$ cat src/rtl/risc_pkg.sv
// Shared definitions for the pipeline control blocks: opcodes, instruction
// field positions, the canonical NOP word and the LM/SM sequencer state type.
package risc_pkg;

  localparam logic [3:0] OPC_LW = 4'b0100;
  localparam logic [3:0] OPC_LM = 4'b0110;
  localparam logic [3:0] OPC_SM = 4'b0111;

  // Instruction field slice positions within the 16-bit word.
  localparam int IW_OPC_HI  = 15;
  localparam int IW_OPC_LO  = 12;
  localparam int IW_RA_HI   = 11;
  localparam int IW_RA_LO   = 9;
  localparam int IW_RB_HI   = 8;
  localparam int IW_RB_LO   = 6;
  localparam int IW_LIST_HI = 7;
  localparam int IW_LIST_LO = 0;

  localparam logic [15:0] NOP_IW = 16'hfffe;

  typedef enum logic {
    ST_IDLE = 1'b0,
    ST_SEQ  = 1'b1
  } seq_state_t;

endpackage

$ cat src/rtl/lsb_onehot_enc.sv
// Lowest-set-bit encoder for an 8-bit register list, plus a flag that is
// high when exactly one bit is set (i.e. the current micro-op is the last).
module lsb_onehot_enc (
  input  logic [7:0] vec,
  output logic [2:0] idx,
  output logic       one
);

  // Scan from the top down so the lowest set bit wins; idx is 0 for vec==0.
  always_comb begin
    idx = 3'd0;
    for (int i = 7; i >= 0; i--) begin
      if (vec[i]) idx = i[2:0];
    end
  end

  // Clearing the lowest bit leaves zero only when a single bit was set.
  always_comb begin
    one = (vec != 8'd0) && ((vec & (vec - 8'd1)) == 8'd0);
  end

endmodule

$ cat src/rtl/ifid_hazard_ctrl.sv
// IF/ID stall and validity control: load-use hazards, fetch redirects and
// the LM/SM register-list sequencer that expands one instruction into one
// micro-op per set list bit.
//
// Handshake: there is no valid/ready pair here. stall_IF/stall_pc hold the
// IF/ID register and PC for the cycle they are high; valid_IF_ID is the
// validity written into IF/ID (0 inserts a bubble); valid_ID_RR qualifies
// the op leaving ID in the same cycle. All outputs are combinational from
// registered state and current inputs.
module ifid_hazard_ctrl
  import risc_pkg::*;
(
  input  logic        clk,
  input  logic        reset,
  input  logic [15:0] id_iw,
  input  logic        id_valid,
  input  logic        rr_load_valid,
  input  logic [2:0]  rr_load_dest,
  input  logic        ex_redirect,
  input  logic        id_redirect,
  output logic        stall_IF,
  output logic        stall_pc,
  output logic        valid_IF_ID,
  output logic        valid_ID_RR,
  output logic        uop_valid,
  output logic [2:0]  uop_reg,
  output logic [2:0]  uop_offset,
  output logic        uop_last,
  output logic        busy,
  output seq_state_t  dbg_state
);

  seq_state_t state, state_nxt;
  logic [7:0] mask, mask_nxt;
  logic [2:0] offset, offset_nxt;

  logic [3:0] opc;
  logic [2:0] ra, rb;
  logic [7:0] list, cur;
  logic       is_lmsm, load_use;
  logic [2:0] enc_idx;
  logic       enc_one;

  assign opc  = id_iw[IW_OPC_HI:IW_OPC_LO];
  assign ra   = id_iw[IW_RA_HI:IW_RA_LO];
  assign rb   = id_iw[IW_RB_HI:IW_RB_LO];
  assign list = id_iw[IW_LIST_HI:IW_LIST_LO];

  assign is_lmsm  = id_valid && ((opc == OPC_LM) || (opc == OPC_SM));
  assign load_use = rr_load_valid && id_valid &&
                    ((rr_load_dest == ra) || (rr_load_dest == rb));

  // The list comes straight from the instruction on the first cycle so the
  // first micro-op needs no extra latency; afterwards the remaining mask.
  assign cur = (state == ST_SEQ) ? mask : list;

  lsb_onehot_enc u_enc (
    .vec (cur),
    .idx (enc_idx),
    .one (enc_one)
  );

  // Output decode and next-state selection in priority order.
  always_comb begin
    stall_IF    = 1'b0;
    stall_pc    = 1'b0;
    valid_IF_ID = 1'b1;
    valid_ID_RR = id_valid;
    uop_valid   = 1'b0;
    uop_reg     = enc_idx;
    uop_offset  = 3'd0;
    uop_last    = enc_one;
    busy        = (state == ST_SEQ);
    dbg_state   = state;
    state_nxt   = state;
    mask_nxt    = mask;
    offset_nxt  = offset;

    if (reset) begin
      valid_IF_ID = 1'b0;
      valid_ID_RR = 1'b0;
      uop_reg     = 3'd0;
      uop_last    = 1'b0;
      busy        = 1'b0;
      dbg_state   = ST_IDLE;
    end else if (ex_redirect) begin
      // Abort: flush both stages and drop any remaining micro-ops.
      valid_IF_ID = 1'b0;
      valid_ID_RR = 1'b0;
      state_nxt   = ST_IDLE;
      mask_nxt    = 8'd0;
      offset_nxt  = 3'd0;
    end else if (load_use) begin
      // Freeze everything; sequencer state is left untouched.
      stall_IF    = 1'b1;
      stall_pc    = 1'b1;
      valid_ID_RR = 1'b0;
    end else if (state == ST_SEQ) begin
      uop_valid  = 1'b1;
      uop_offset = offset;
      mask_nxt   = mask & (mask - 8'd1);
      if (enc_one) begin
        state_nxt  = ST_IDLE;
        offset_nxt = 3'd0;
      end else begin
        stall_IF   = 1'b1;
        stall_pc   = 1'b1;
        offset_nxt = offset + 3'd1;
      end
    end else if (is_lmsm) begin
      if (list == 8'd0) begin
        valid_ID_RR = 1'b0;
      end else begin
        uop_valid = 1'b1;
        if (!enc_one) begin
          stall_IF   = 1'b1;
          stall_pc   = 1'b1;
          mask_nxt   = list & (list - 8'd1);
          offset_nxt = 3'd1;
          state_nxt  = ST_SEQ;
        end
      end
    end else if (id_redirect) begin
      valid_IF_ID = 1'b0;
    end
  end

  // Sequencer registers with synchronous reset.
  always_ff @(posedge clk) begin
    if (reset) begin
      state  <= ST_IDLE;
      mask   <= 8'd0;
      offset <= 3'd0;
    end else begin
      state  <= state_nxt;
      mask   <= mask_nxt;
      offset <= offset_nxt;
    end
  end

endmodule

$ cat config.mk
export PLATFORM = sky130hd
export DESIGN_NAME = ifid_hazard_ctrl
export DESIGN_NICKNAME = d
export VERILOG_FILES = /design/src/rtl/risc_pkg.sv /design/src/rtl/lsb_onehot_enc.sv /design/src/rtl/ifid_hazard_ctrl.sv
export SDC_FILE = /design/constraint.sdc
export NUM_CORES = 1
export LEC_CHECK = 0
export CORE_ASPECT_RATIO = 0.8
export CORE_UTILIZATION = 47
export CTS_CLUSTER_DIAMETER = 60
export DETAILED_ROUTE_END_ITERATION = 10
export MAX_ROUTING_LAYER = met4
export PLACE_DENSITY = 0.92
export SYNTH_ARGS = -nofsm -noshare
export SYNTH_HDL_FRONTEND = slang
export SYNTH_SLANG_ARGS = --single-unit
$ cat constraint.sdc
create_clock -name clk -period 5.1 [get_ports clk]
set_clock_uncertainty 0.1 [all_clocks]
set_input_delay 1.53 -clock clk [delete_from_list [all_inputs] [get_ports clk]]
set_output_delay 1.53 -clock clk [all_outputs]
set_load 0.02 [all_outputs]
* Yosys cells after proc, flatten, opt, wreduce, memory -nomap -nowiden
Cells that the tools add are included.
** Cells by class
- Add/subtract/negate cells :: 4
- Bitwise gates (word level) :: 4
- Muxes and demuxes :: 50
- Magnitude comparators :: 0
- $mul :: 0
- Reduce and logical (&&, ||, !) cells :: 12
- Divide/modulo/power cells :: 0
- Shifts and indexed selects :: 0
- Equality and inequality tests :: 6
** Operators by type and width (number)
- $mux 3 :: 18
- $mux 8 :: 5
- $mux 1 :: 27
- $and 8x8->8 :: 3
- $sub 8x1->8 const B :: 3
- $logic_not 8->1 :: 2
- $eq 4x3->1 const B :: 2
- $reduce_bool 8->1 :: 1
- $eq 3x3->1 :: 2
- $logic_and 1x1->1 :: 4
- $ne 2x2->1 const B :: 2
- $reduce_and 4->1 :: 1
- $add 3x1->3 const B :: 1
- $logic_or 1x1->1 :: 2
- $reduce_bool 2->1 :: 1
- $reduce_or 2->1 :: 1
- $not 1->1 :: 1
** Storage, ports and cells
- Bits in writable memories :: 0
- Memories :: 0
- Latch bits :: 0
- Register bits :: 12
- Bits in read-only memories :: 0
- Input bits :: 25
- Output and inout bits :: 14
- Word-level logic and storage cells :: 79

* Depth between registers and ports, before layout
- Depth after elaboration :: 12
- Gate-level depth with buffers :: 9
- Depth with buffers taken out :: 7

* Hierarchy
A second synthesis with hierarchy kept.
** Second synthesis, totals
- Cells, all modules :: 139
- Area, all modules :: 1104.8 sq um
** By module, submodules not included
- ifid_hazard_ctrl :: area each 942.2 sq um, times used 1, sequential area each 220.2 sq um, cells an instance 116
- lsb_onehot_enc :: area each 162.7 sq um, times used 1, sequential area each 0.0 sq um, cells an instance 23

* Worst setup path after synthesis
OpenSTA, ideal clock, no wires.
- Kind :: input to output
- From :: input id_iw[2]
- To :: output stall_pc
- Arrival time :: 3.169 ns
- Path slack :: 0.301 ns
- Required time :: 3.470 ns
- Stages on the path :: 7
- Cells stage by stage :: or3_1 > a22oi_2 > o311ai_2 > nand4_4 > nand2_1 > a21oi_1 > buf_4
** On the way
- Longest elaborated chain between the ends :: 12
- Elaborated cells on any way between the ends :: 14
- Classes of those cells :: 1 x add/sub; 8 x mux; 1 x bitwise; 4 x reduce/logical
** Ends and longest elaborated chain
- start, declared :: RTL line ifid_hazard_ctrl.sv:15 : input logic [15:0] id_iw,
- $mux 8 :: RTL line ifid_hazard_ctrl.sv:55 : assign cur = (state == ST_SEQ) ? mask : list;
- $sub 8x1->8 :: RTL line lsb_onehot_enc.sv:19 : one = (vec != 8'd0) && ((vec & (vec - 8'd1)) == 8'd0);
- $and 8x8->8 :: RTL line lsb_onehot_enc.sv:19
- $logic_not 8->1 :: RTL line lsb_onehot_enc.sv:19
- $logic_and 1x1->1 :: RTL line lsb_onehot_enc.sv:19
- $mux 1 (3 in series)
- $mux 1 (*) (4 in series)
- end, declared :: RTL line ifid_hazard_ctrl.sv:22 : output logic stall_pc,
Mark *: on every way between the ends. The rest lies on a longest branch, timed or not.

* Worst setup path in the final report
- From :: input id_iw[6]
- To :: output stall_IF
** On the way
- Longest elaborated chain between the ends :: 12
- Elaborated cells on any way between the ends :: 17
- Classes of those cells :: 1 x add/sub; 1 x eq/ne; 8 x mux; 1 x bitwise; 6 x reduce/logical
** Ends and longest elaborated chain
- $mux 8 :: RTL line ifid_hazard_ctrl.sv:55
- $sub 8x1->8 :: RTL line lsb_onehot_enc.sv:19
- $and 8x8->8 :: RTL line lsb_onehot_enc.sv:19
- $logic_not 8->1 :: RTL line lsb_onehot_enc.sv:19
- $logic_and 1x1->1 :: RTL line lsb_onehot_enc.sv:19
- $mux 1 :: RTL line ifid_hazard_ctrl.sv:102, ifid_hazard_ctrl.sv:115
- $mux 1 :: RTL line ifid_hazard_ctrl.sv:111 : if (list == 8'd0) begin
- $mux 1 :: RTL line ifid_hazard_ctrl.sv:110 : end else if (is_lmsm) begin
- $mux 1 :: RTL line ifid_hazard_ctrl.sv:98 : end else if (state == ST_SEQ) begin
- $mux 1 (*) :: RTL line ifid_hazard_ctrl.sv:93 : end else if (load_use) begin
- $mux 1 (*) :: RTL line ifid_hazard_ctrl.sv:86 : end else if (ex_redirect) begin
- $mux 1 (*) :: RTL line ifid_hazard_ctrl.sv:79 : if (reset) begin
- end, declared :: RTL line ifid_hazard_ctrl.sv:21 : output logic stall_IF,
Marks and branches as above.

==> metrics <==
run status complete, but fails checks; violated checks setup timing; global-route congestion overflow total 0; count of final setup violators 1; post-DR vias/cell 6.26; largest cells by area after synthesis sky130_fd_sc_hd__dfxtp_1 21%, sky130_fd_sc_hd__a21oi_1 6.8%, sky130_fd_sc_hd__nor2_1 6.6%; worst hold path type reg -> reg; buffers and inverters on the worst path 2; max-cap violation count 0; R2R cell count 7; share of async-settable or async-resettable flops after synthesis 0; first drt pass iteration count 4; met1 track demand over resource in global routing 0.335; syn avg cell area 7.68 um2; residual antenna-violating net count after detailed routing 0; commonest register cell after synthesis sky130_fd_sc_hd__dfxtp_1; proportion of synthesized chip area in sequential cells 0.214; DR DRC count 0; hpwl dp 2350 um; number of placement rows 14; startpoint of the most critical hold path mask[6]; Iteration-0 DRC Markers 78; Chip Height 43.9 um; die extent in x 54.3 um; layer carrying the most global-route usage met2; final wirelength 3570 um; number of endpoints with negative hold slack in the final report 0; first-pass GRT wire length 5130 um; Setup crit start kind input pin; RePlAce Congestion 0.856; Die Outline Area 2380 um2; clock tree from TritonCTS built; hold buffer count at CTS 0; overall power 0.000240 W; leakage component of the power 0.659 nW; min setup slack post-route -0.00123 ns; Global Route met2 Usage 0.537; Max rail drop VDD 174 uV; initial antenna violation count 0; worst relative slew slack 0.411; number of I/O pins 39; latest clock arrival within the worst-skew pair 0.29 ns; Setup Crit Path Kind in -> out; ant diodes 0; fraction of final layout cells with drive strength greater than 1 0.220; biggest area consumer among synthesized cells sky130_fd_sc_hd__dfxtp_1; total negative setup slack -0.00123 ns; min Tclk post-route 5.10 ns; number of instances in the synthesized netlist 134; routed length per placed instance 17.0 um; EDFF count, synth 0; CTS buffer count 3; Tot GR Track Use 0.320; via count 1314; clock-pin transition on the worst setup and hold timing paths 0.08 ns; required time reported for the critical path endpoint 3.47 ns; hold path endpoint mask[6]; number of clock sinks 11; initial core utilization 0.525; Worst Path Max Fanout 4; minimum setup slack among reg-to-reg paths 1.97 ns; maximum level of the CTS H-tree 1; worst hold path cell count 2; Reg-to-Reg Start state; Yosys warnings 0; Syn-to-layout area delta 52.5%; master of the slowest instance on the critical path sky130_fd_sc_hd__clkdlybuf4s50_1; Worst setup EP type output pin; Critical R2R Capture mask[7]; pin slew with the least headroom to its limit 0.882 ns; Port Buffers 37; vias in the first global route 1204; worst-case clock buffer depth 2; share of the synthesized area in the top cell type 0.214; worst setup slack after placement -0.391 ns; Core Area 1960 um2; period utilisation layout 1.00; utilization after layout 0.800; combined area of all synthesized cells 1030 um2; maximum clock frequency 196 MHz; CP Cell Sequence clkdlybuf4s50_1, nor3_1, a221o_1, o311ai_2, nand4_4, nand2_1, a21oi_2, buf_2; syn_nets 160; final net count 213; PD cells 153 nW/um2; cell at the root of the clock tree sky130_fd_sc_hd__clkbuf_4; max-slew violation total from the final report 0; maximum number of pins on one net before global-route repair 26; Slowest Stage Delay on Critical Path 0.52 ns; Worst path top cell family by delay buffers and inverters; met3 track utilization from global routing 0.0702; #FFs+latches synth 11; Fillers 139; number of library cell types mapped by synthesis 51; endpoint arrival time on the critical path 3.47 ns
[state kept, by name (all words and copies together), names as in the netlist]
register / count
offset: 3
state: 1
mask: 7
[repair_timing]
item | 4_1_cts | 5_1_grt
endpoints found under the setup margin | 12 | 5
gates resized for setup | 26 | 11
pin swaps | 0 | 3
buffers inserted | 0 | 1
cloned | 0 | 0
[placed cells by master, fill, tap and decap left out, types with 2 or more instances in the layout]
| master | instances |
|---|---|
| sky130_fd_sc_hd__mux2i_1 | 2 |
| sky130_fd_sc_hd__clkbuf_4 | 3 |
| sky130_fd_sc_hd__nand2_1 | 12 |
| sky130_fd_sc_hd__dlygate4sd2_1 | 8 |
| sky130_fd_sc_hd__a32oi_1 | 2 |
| sky130_fd_sc_hd__a21oi_1 | 12 |
| sky130_fd_sc_hd__nand3_1 | 4 |
| sky130_fd_sc_hd__a211oi_1 | 2 |
| sky130_fd_sc_hd__inv_1 | 3 |
| sky130_fd_sc_hd__xnor2_1 | 6 |
| sky130_fd_sc_hd__a221o_1 | 2 |
| sky130_fd_sc_hd__xor2_1 | 3 |
| sky130_fd_sc_hd__o21bai_1 | 2 |
| sky130_fd_sc_hd__nor3_1 | 3 |
| sky130_fd_sc_hd__or3_4 | 2 |
| sky130_fd_sc_hd__or3_1 | 2 |
| sky130_fd_sc_hd__buf_2 | 3 |
| sky130_fd_sc_hd__dfxtp_1 | 11 |
| sky130_fd_sc_hd__a21oi_2 | 2 |
| sky130_fd_sc_hd__clkdlybuf4s50_1 | 24 |
| sky130_fd_sc_hd__a31oi_1 | 2 |
| sky130_fd_sc_hd__o21ai_0 | 3 |
| sky130_fd_sc_hd__and3_1 | 4 |
| sky130_fd_sc_hd__nor2_1 | 18 |
| sky130_fd_sc_hd__buf_4 | 17 |
[area by class of cell]
class                      instances  area [um2]  share of cell area
clock buffer                       4        26.3              0.0167
inverter                           3        11.3             0.00717
sequential                        11         220               0.140
timing repair buffer              54         477               0.304
multi-input combinational        114         806               0.513
tap                               24        30.0              0.0191
[through the flow]
step                hold WS [ns]  std cells  area, um2
global route               0.422        210       1570
global placement           0.357        205       1510
detailed placement         0.371        205       1510
finish                     0.395        210       1570
CTS                        0.382        209       1520
floorplan                  0.345        134       1030
[worst max-delay path by stage]
stage	from	slack, ns	to	cells past startpoint
CTS	id_iw[3]	0.02	stall_pc	8
floorplan	id_iw[2]	0.30	stall_pc	7
finish	id_iw[6]	-0.001	stall_IF	8
global placement	id_iw[3]	-0.33	stall_pc	8
detailed placement	id_iw[3]	-0.39	stall_pc	8
global route	id_iw[6]	-0.09	stall_IF	8
[cells in the mapped netlist, types with 2 or more instances]
master and number:
sky130_fd_sc_hd__a211oi_1 2, sky130_fd_sc_hd__a21oi_1 14, sky130_fd_sc_hd__a221o_1 2, sky130_fd_sc_hd__a31oi_1 2, sky130_fd_sc_hd__a32oi_1 2, sky130_fd_sc_hd__and3_1 4, sky130_fd_sc_hd__buf_2 2, sky130_fd_sc_hd__buf_4 2
sky130_fd_sc_hd__dfxtp_1 11, sky130_fd_sc_hd__inv_1 3, sky130_fd_sc_hd__mux2i_1 3, sky130_fd_sc_hd__nand2_1 12, sky130_fd_sc_hd__nand3_1 4, sky130_fd_sc_hd__nor2_1 18, sky130_fd_sc_hd__nor3_1 3, sky130_fd_sc_hd__o21ai_0 3
sky130_fd_sc_hd__o21ai_1 2, sky130_fd_sc_hd__o21bai_1 2, sky130_fd_sc_hd__or3_1 4, sky130_fd_sc_hd__xnor2_1 6, sky130_fd_sc_hd__xor2_1 3
[tightest hold or removal path: cells and delay by family (launching register included)]
family          cells  cell delay, ns
compound gates      1            0.05
flops               1            0.34
simple gates        1            0.06
[layer usage]
| layer | up-vias | share of wire |
|---|---|---|
| met4 | 0 | 0.027 |
| met3 | 10 | 0.092 |
| li1 | 599 | - |
| met5 | - | 0 |
| met2 | 87 | 0.49 |
| met1 | 618 | 0.39 |
[cells by family after synthesis]
logic type      share of synthesized area
compound gates                      0.300
xor+xnor                           0.0766
fa+ha+maj                          0.0219
buf+inv                            0.0498
flops                               0.214
mux                                0.0510
simple gates                        0.287
[where the power goes]
group / total, W / internal [W] / switching [W] / leakage [nW]
sequential: 0.0000885 / 0.0000867 / 0.00000177 / 0.0887
clock: 0.0000670 / 0.0000305 / 0.0000365 / 0.0150
combinational: 0.0000848 / 0.0000440 / 0.0000407 / 0.555
Note: power is estimated with default switching activity, not from simulation.
